--- config.mk ---
export PLATFORM = sky130hd
export DESIGN_NAME = decoder
export DESIGN_NICKNAME = d
export VERILOG_FILES = /design/src/rtl/decoder_pkg.sv /design/src/rtl/decoder_if.sv /design/src/rtl/decoder_core.sv /design/src/rtl/decoder.sv
export SDC_FILE = /design/constraint.sdc
export NUM_CORES = 1
export LEC_CHECK = 0
export BUFFER_PORTS_ARGS = -buffer_cell sky130_fd_sc_hd__buf_4
export CAP_MARGIN = 5
export CORE_AREA = 5 5 42 44
export CTS_BUF_LIST = sky130_fd_sc_hd__clkbuf_8
export CTS_CLUSTER_DIAMETER = 150
export DETAILED_ROUTE_END_ITERATION = 6
export DIE_AREA = 0 0 47 49
export PLACE_DENSITY = 0.5
export SLEW_MARGIN = 10
export SYNTH_ARGS = -nofsm -noshare
export SYNTH_HDL_FRONTEND = slang
export SYNTH_SLANG_ARGS = --single-unit
--- constraint.sdc ---
create_clock -name clk -period 0.8 [get_ports clk]
set_clock_uncertainty 0.15 [all_clocks]
set_input_delay 0.08 -clock clk [delete_from_list [all_inputs] [get_ports clk]]
set_output_delay 0.08 -clock clk [all_outputs]
set_load 0.03 [all_outputs]
--- src/rtl/decoder_pkg.sv ---
// Shared constants and types for the 3-to-8 registered decoder.
package decoder_pkg;
  localparam int SEL_W = 3;
  localparam int OUT_N = 8;

  typedef logic [SEL_W-1:0] sel_t;
  // Bit i of a onehot_t drives output line y<i>.
  typedef logic [OUT_N-1:0] onehot_t;
endpackage

--- src/rtl/decoder_if.sv ---
// Select/enable bundle plus raw decoded lines shared between the decoder top and its core.
interface decoder_if;
  import decoder_pkg::*;

  logic    a;
  logic    b;
  logic    c;
  logic    en;
  onehot_t y;

  modport master (output a, output b, output c, output en, input y);
  modport slave  (input a, input b, input c, input en, output y);
endinterface

--- src/rtl/decoder_core.sv ---
// Purely combinational select-to-one-hot translation; no gating, polarity or state here.
module decoder_core
  import decoder_pkg::*;
(
  decoder_if.slave bus
);

  sel_t sel_s;

  assign sel_s = {bus.a, bus.b, bus.c};

  // Translate the 3-bit select into its active-high one-hot line.
  always_comb begin
    bus.y = {OUT_N{1'b0}};
    case (sel_s)
      3'd0:    bus.y = 8'b0000_0001;
      3'd1:    bus.y = 8'b0000_0010;
      3'd2:    bus.y = 8'b0000_0100;
      3'd3:    bus.y = 8'b0000_1000;
      3'd4:    bus.y = 8'b0001_0000;
      3'd5:    bus.y = 8'b0010_0000;
      3'd6:    bus.y = 8'b0100_0000;
      3'd7:    bus.y = 8'b1000_0000;
      default: bus.y = {OUT_N{1'b0}};
    endcase
  end

endmodule

--- src/rtl/decoder.sv ---
// Registered 3-to-8 decoder with optional output inversion.
// Defining DECODER_ENABLE_EN adds the en port that gates decoding; otherwise always enabled.
module decoder
  import decoder_pkg::*;
#(
  parameter bit OUT_ACTIVE_LOW = 1'b0
)
(
  input  logic clk,
  input  logic rst,
  input  logic a,
  input  logic b,
  input  logic c,
`ifdef DECODER_ENABLE_EN
  input  logic en,
`endif
  output logic y0,
  output logic y1,
  output logic y2,
  output logic y3,
  output logic y4,
  output logic y5,
  output logic y6,
  output logic y7
);

  // Deasserted level of every line, i.e. what reset and disable produce.
  localparam onehot_t IDLE_PATTERN = OUT_ACTIVE_LOW ? {OUT_N{1'b1}} : {OUT_N{1'b0}};

  decoder_if sel_bus ();

  onehot_t gated_s;
  onehot_t next_s;
  onehot_t y_r;

  assign sel_bus.a = a;
  assign sel_bus.b = b;
  assign sel_bus.c = c;
`ifdef DECODER_ENABLE_EN
  assign sel_bus.en = en;
`else
  assign sel_bus.en = 1'b1;
`endif

  decoder_core u_core (
    .bus (sel_bus)
  );

  // Apply enable gating, then the output polarity.
  always_comb begin
    gated_s = {OUT_N{1'b0}};
    next_s  = {OUT_N{1'b0}};
    if (sel_bus.en) begin
      gated_s = sel_bus.y;
    end else begin
      gated_s = {OUT_N{1'b0}};
    end
    if (OUT_ACTIVE_LOW) begin
      next_s = ~gated_s;
    end else begin
      next_s = gated_s;
    end
  end

  // Output register; reset outranks enable and select.
  always_ff @(posedge clk) begin
    if (rst) begin
      y_r <= IDLE_PATTERN;
    end else begin
      y_r <= next_s;
    end
  end

  assign y0 = y_r[0];
  assign y1 = y_r[1];
  assign y2 = y_r[2];
  assign y3 = y_r[3];
  assign y4 = y_r[4];
  assign y5 = y_r[5];
  assign y6 = y_r[6];
  assign y7 = y_r[7];

endmodule

==> results of run 1 <==
==> how the worst min path moves through the flow <==
stage / cells after the start / slack (ns) / startpoint / end
after global placement: 2 / 0.14 / c / y_r[4]
after floorplan: 1 / 0.002 / a / y_r[0]
after detailed placement: 2 / 0.15 / a / y_r[0]
after CTS: 2 / -0.09 / a / y_r[0]
final: 2 / -0.08 / a / y_r[0]
after global routing: 2 / -0.09 / a / y_r[0]
==> kinds of logic after synthesis <==
kind of cell | Yosys count | share of synthesized area
flops | 8 | 0.663
simple gates | 8 | 0.337
==> area by class of cell <==
cell class,instances,area [um2],share of cell area
timing repair buffer,12,120,0.277
multi-input combinational,8,81.3,0.188
tap,16,20.0,0.0462
clock buffer,3,41.3,0.0954
sequential,8,170,0.393
==> metrics by stage <==
step                      utilization  setup TNS, ns
after floorplan                     -              0
after global placement          0.251              0
after detailed placement        0.251        -0.0765
after CTS                       0.309         -0.797
after global routing            0.309         -0.961
final                           0.309         -0.737
==> metal layers <==
| layer | global-route usage | vias to the layer above | wire (um) |
|---|---|---|---|
| met1 | 0.0670 | 91 | 257 |
| met3 | 0.0812 | 2 | 118 |
| met5 | 0 | - | 0 |
| met4 | 0.0415 | 0 | 8 |
| li1 | - | 97 | - |
| met2 | 0.0837 | 16 | 231 |
==> power by group through the flow <==
| stage | clock network, W | registers [W] | logic [W] |
|---|---|---|---|
| CTS | 0.000493 | 0.000418 | 0.0000910 |
| finish | 0.000475 | 0.000418 | 0.0000925 |
| floorplan | 0 | 0.000443 | 0.0000139 |
| detailed placement | 0 | 0.000421 | 0.0000845 |
| global placement | 0 | 0.000421 | 0.0000815 |
| global route | 0.000526 | 0.000419 | 0.0000964 |
==> Yosys cell counts (all sizes together) <==
cell,instances,area [um2]
dfxtp,8,160
and4bb,3,37.5
nor4b,3,26.3
and4b,1,11.3
nor4,1,6.26
==> timing repair <==
action                     in CTS  in global routing
setup endpoints to repair       8                  8
setup buffers                   0                  0
hold endpoints to repair        4                  4
resized for setup              16                  0
==> summary.txt, run 1 <==
Finish
  • Nets: 38
  • N_diodes: 0
  • Commonest cells after routing, fill and taps aside: 8 x buf_6, 8 x dfxtp_2, 4 x buf_4
  • Max reg flops: 8
  • Largest Register: y_r
  • Non-Filler Instances: 47
  • Top Registers: y_r (8)
  • Synth-to-layout area growth: 79.3%
  • Final instance area: about 430 um2
  • Ratio of cells with drive above 1 in the final layout: 0.871
  • Filler cell count: ~150

Synthesis
  • Post-Syn Instances: 16
  • Avg Inst Size Synth: 15.1 um2
  • FF+latch count, synth: 8
  • Count of warnings emitted by yosys: 0
  • Count of cell types in the netlist: 5
  • Seq/Total Area, Yosys: 0.663
  • Mapped Area: 241 um2
  • Net Count, Synth: 21

Status
  • Violated checks: hold timing, setup timing
  • Status: complete, but fails checks

Worst setup path
  • Crit-path max cell delay: between 0.3 and 0.4 ns
  • Crit path buf inv count: 1
  • WP depth: 1
  • Arrival time worst endpoint: 0.67 ns
  • Family with the most delay on the worst path: flip-flops
  • Crit Path Class: reg2out
  • Critical path required time: 0.57 ns
  • CP Max Fanout: 1
  • Max stage delay cell, worst path: dfxtp_2
  • Crit start category: register
  • Crit path cell chain: buf_6
  • CP Capture Type: primary output
  • Critical path origin: y_r[6]
  • Critical Path End: y6

Power
  • Share of power burned in registers: 0.424
  • Sw Ratio: 0.206
  • P_int: between 0.0007 and 0.0008 W
  • PD cells: between 2000 and 2500 nW/um2
  • Logic pwr share: 0.094
  • Tot Pwr: around 0.00099 W
  • LEAKAGE: 0.179 nW
  • Clock share of power: 0.482
  • VDD IR max: between 900 and 1000 uV
  • Total net switching power: ~0.00020 W

Place
  • Final HPWL DP: 386 um
  • RD Place Congestion: around 0.76
  • Number of instances in the placed design: 44
  • Placed instance area: roughly 350 um2
  • PortBufs: 12
  • Pre-CTS setup slack: -0.0408 ns

Routing
  • # DRC: 0
  • Pre-antenna DRT Iters: 2
  • WL final: about 620 um
  • DR vias/cell: 4.38
  • Final ANT Viol Nets: 0
  • Routed len/inst: ~13 um
  • Vias: slightly above 200
  • Initial DRC count: 5

Global routing
  • Antenna violations before repair: 0
  • Total gr overflow: 0
  • Vias in the first global route: between 200 and 250
  • Largest net degree at the start of global routing: 9
  • GRT Total Usage: 0.0694
  • First-pass GRT wire length: 1.04 mm

Timing
  • Worst-Margin Slew: between 0.3 and 0.4 ns
  • Rel. slew slack: 0.757
  • Final-report setup violation count: 8
  • Fin crit period: between 0.9 and 1 ns
  • Final WS setup: -0.100 ns
  • Max-slew violations: 0
  • Period utilisation layout: 1.13
  • Fmax: ~1100 MHz
  • Hold WS: -0.0829 ns
  • Final hold viol count: 4
  • Unrepaired setup endpoints after global routing: yes

Die
  • Die area: approximately 2300 um2
  • Initial Utilization: 0.172
  • Die Span Y: between 40 and 50 um
  • Rows: 14
  • Die Wd: 47 um
  • Io pins: 13
  • Core area: around 1400 um2

Clock network
  • Clock slew at reported path FFs: 0.04 ns
  • H-tree levels: 1
  • TritonCTS Buffers: 3
  • CTS tree: built
  • Clk sink count: 8
  • Root Driver: clkbuf_8
  • Clk buf depth: 2

Min path
  • Hold WC Path Type: in2reg

Flow run
  • Max Cap Viol: 0
(Power assumes the default switching activity.)
==> inputs of run 2 (changes only) <==
--- a/config.mk
+++ b/config.mk
@@ -12,8 +12,10 @@
 export CTS_CLUSTER_DIAMETER = 150
 export DETAILED_ROUTE_END_ITERATION = 6
 export DIE_AREA = 0 0 47 49
+export GPL_TIMING_DRIVEN = 0
 export PLACE_DENSITY = 0.5
 export SLEW_MARGIN = 10
 export SYNTH_ARGS = -nofsm -noshare
 export SYNTH_HDL_FRONTEND = slang
 export SYNTH_SLANG_ARGS = --single-unit
+export TNS_END_PERCENT = 5
==> run 2 against run 1 <==
Critical path depth stayed put. Hold slack got worse by 0.0053 ns. Critical endpoint unchanged. Clock power hardly changed. Sequential power about the same. Sequential share of layout area did not move. Final area stayed put. Largest cell class unchanged. The run still ends with hold timing, setup timing left.
==> summary.txt, run 2 (synthesis gave the netlist of run 1 again) <==
Global routing
  • Largest net degree at the start of global routing: 9
  • Antenna violations before repair: 0
  • Total gr overflow: 0
  • Vias in the first global route: 212
  • GRT Total Usage: 0.0644
  • First-pass GRT wire length: 1.00 mm

Worst setup path
  • Max stage delay cell, worst path: dfxtp_2
  • CP Capture Type: primary output
  • Critical path required time: roughly 0.57 ns
  • Crit-path max cell delay: between 0.3 and 0.4 ns
  • Family with the most delay on the worst path: flip-flops
  • Crit path cell chain: buf_6
  • Crit start category: register
  • Arrival time worst endpoint: between 0.6 and 0.7 ns
  • Crit Path Class: reg2out
  • Crit path buf inv count: 1
  • CP Max Fanout: 1

Finish
  • Non-Filler Instances: 47
  • Synth-to-layout area growth: 79.3%
  • Top Registers: y_r (8)
  • Ratio of cells with drive above 1 in the final layout: 0.871
  • Largest Register: y_r
  • N_diodes: 0
  • Nets: 38
  • Commonest cells after routing, fill and taps aside: 8 x buf_6, 8 x dfxtp_2, 4 x buf_4
  • Final instance area: approximately 430 um2
  • Max reg flops: 8

Place
  • RD Place Congestion: 0.689
  • Placed instance area: ~350 um2
  • PortBufs: 12
  • Number of instances in the placed design: 44

Routing
  • # DRC: 0
  • Final ANT Viol Nets: 0
  • Routed len/inst: 12.7 um
  • Vias: around 200
  • Pre-antenna DRT Iters: 3
  • DR vias/cell: between 4 and 5
  • WL final: around 600 um
  • Initial DRC count: 3

Power
  • Sw Ratio: 0.206
  • LEAKAGE: around 0.18 nW
  • Share of power burned in registers: 0.424
  • VDD IR max: 825 uV
  • Total net switching power: between 0.0002 and 0.00025 W
  • P_int: roughly 0.00078 W
  • PD cells: approximately 2300 nW/um2
  • Clock share of power: 0.483
  • Logic pwr share: 0.093

Die
  • Io pins: 13
  • Core area: between 1000 and 1500 um2
  • Rows: 14
  • Die area: between 2000 and 2500 um2
  • Die Wd: 47 um
  • Initial Utilization: 0.172
  • Die Span Y: slightly below 50 um

Min path
  • Hold WC Path Type: in2reg

Timing
  • Final hold viol count: 4
  • Final WS setup: -0.101 ns
  • Worst-Margin Slew: approximately 0.27 ns
  • Hold WS: -0.0882 ns
  • Setup TNS: -0.727 ns
  • Final-report setup violation count: 8
  • Fmax: about 1100 MHz
  • Unrepaired setup endpoints after global routing: yes
  • Period utilisation layout: 1.13
  • Max-slew violations: 0
  • Rel. slew slack: 0.819
  • Fin crit period: ~0.9 ns

Flow run
  • Max Cap Viol: 0

Clock network
  • Clk sink count: 8
  • CTS tree: built
  • Clock slew at reported path FFs: about 0.040 ns
  • Post-CTS setup buffer count: 0
  • H-tree levels: 1
  • Clk buf depth: 2
  • TritonCTS Buffers: 3
  • Root Driver: clkbuf_8

Status
  • Status: complete, but fails checks
  • Violated checks: hold timing, setup timing
==> run 2: cell counts in the layout (fill, tap and decap cells not counted) <==
Identical to the previous run, type by type.
==> run 2: repair_timing <==
action                                 CTS  global route
gates resized for setup                 16             0
endpoints found under the hold margin    4             4
setup endpoints to repair                8             8
==> run 2: cell type report <==
cell class	count	area, um2
flip-flops and latches	8	170
repair buffers	12	120
multi-input cells	8	81.3
clock buffers	3	41.3
fillers	155	968
well taps	16	20.0
==> run 2: worst paths after layout <==
check	slack, ns	cells after the start	from	end
max	-0.10	1	y_r[6]	y6
min	-0.09	2	a	y_r[0]
==> run 2: layer usage <==
layer | vias to the layer above | global-route usage | share of wire
met5 | - | 0 | 0
met4 | 0 | 0.0276 | 0
met3 | 0 | 0.0627 | 0.17
met2 | 16 | 0.0769 | 0.40
met1 | 85 | 0.0759 | 0.42
li1 | 94 | - | -
==> run 2: through the flow <==
stage	total power, W	hold slack (ns)	util	setup slack [ns]
finish	0.000986	-0.0882	0.309	-0.101
global route	0.00103	-0.0662	0.309	-0.115
CTS	0.000995	-0.0910	0.309	-0.103
detailed placement	0.000506	0.150	0.251	0.0238
global placement	0.000502	0.142	0.251	0.0367
floorplan	0.000456	0.00169	-	0.111
==> run 2: power by group through the flow <==
stage | registers (W) | logic [W] | clock network, W
3_3_place_gp | 0.000421 | 0.0000818 | 0
4_1_cts | 0.000418 | 0.0000921 | 0.000484
3_5_place_dp | 0.000421 | 0.0000852 | 0
2_1_floorplan | 0.000443 | 0.0000139 | 0
6_report | 0.000418 | 0.0000920 | 0.000476
5_1_grt | 0.000418 | 0.000101 | 0.000511
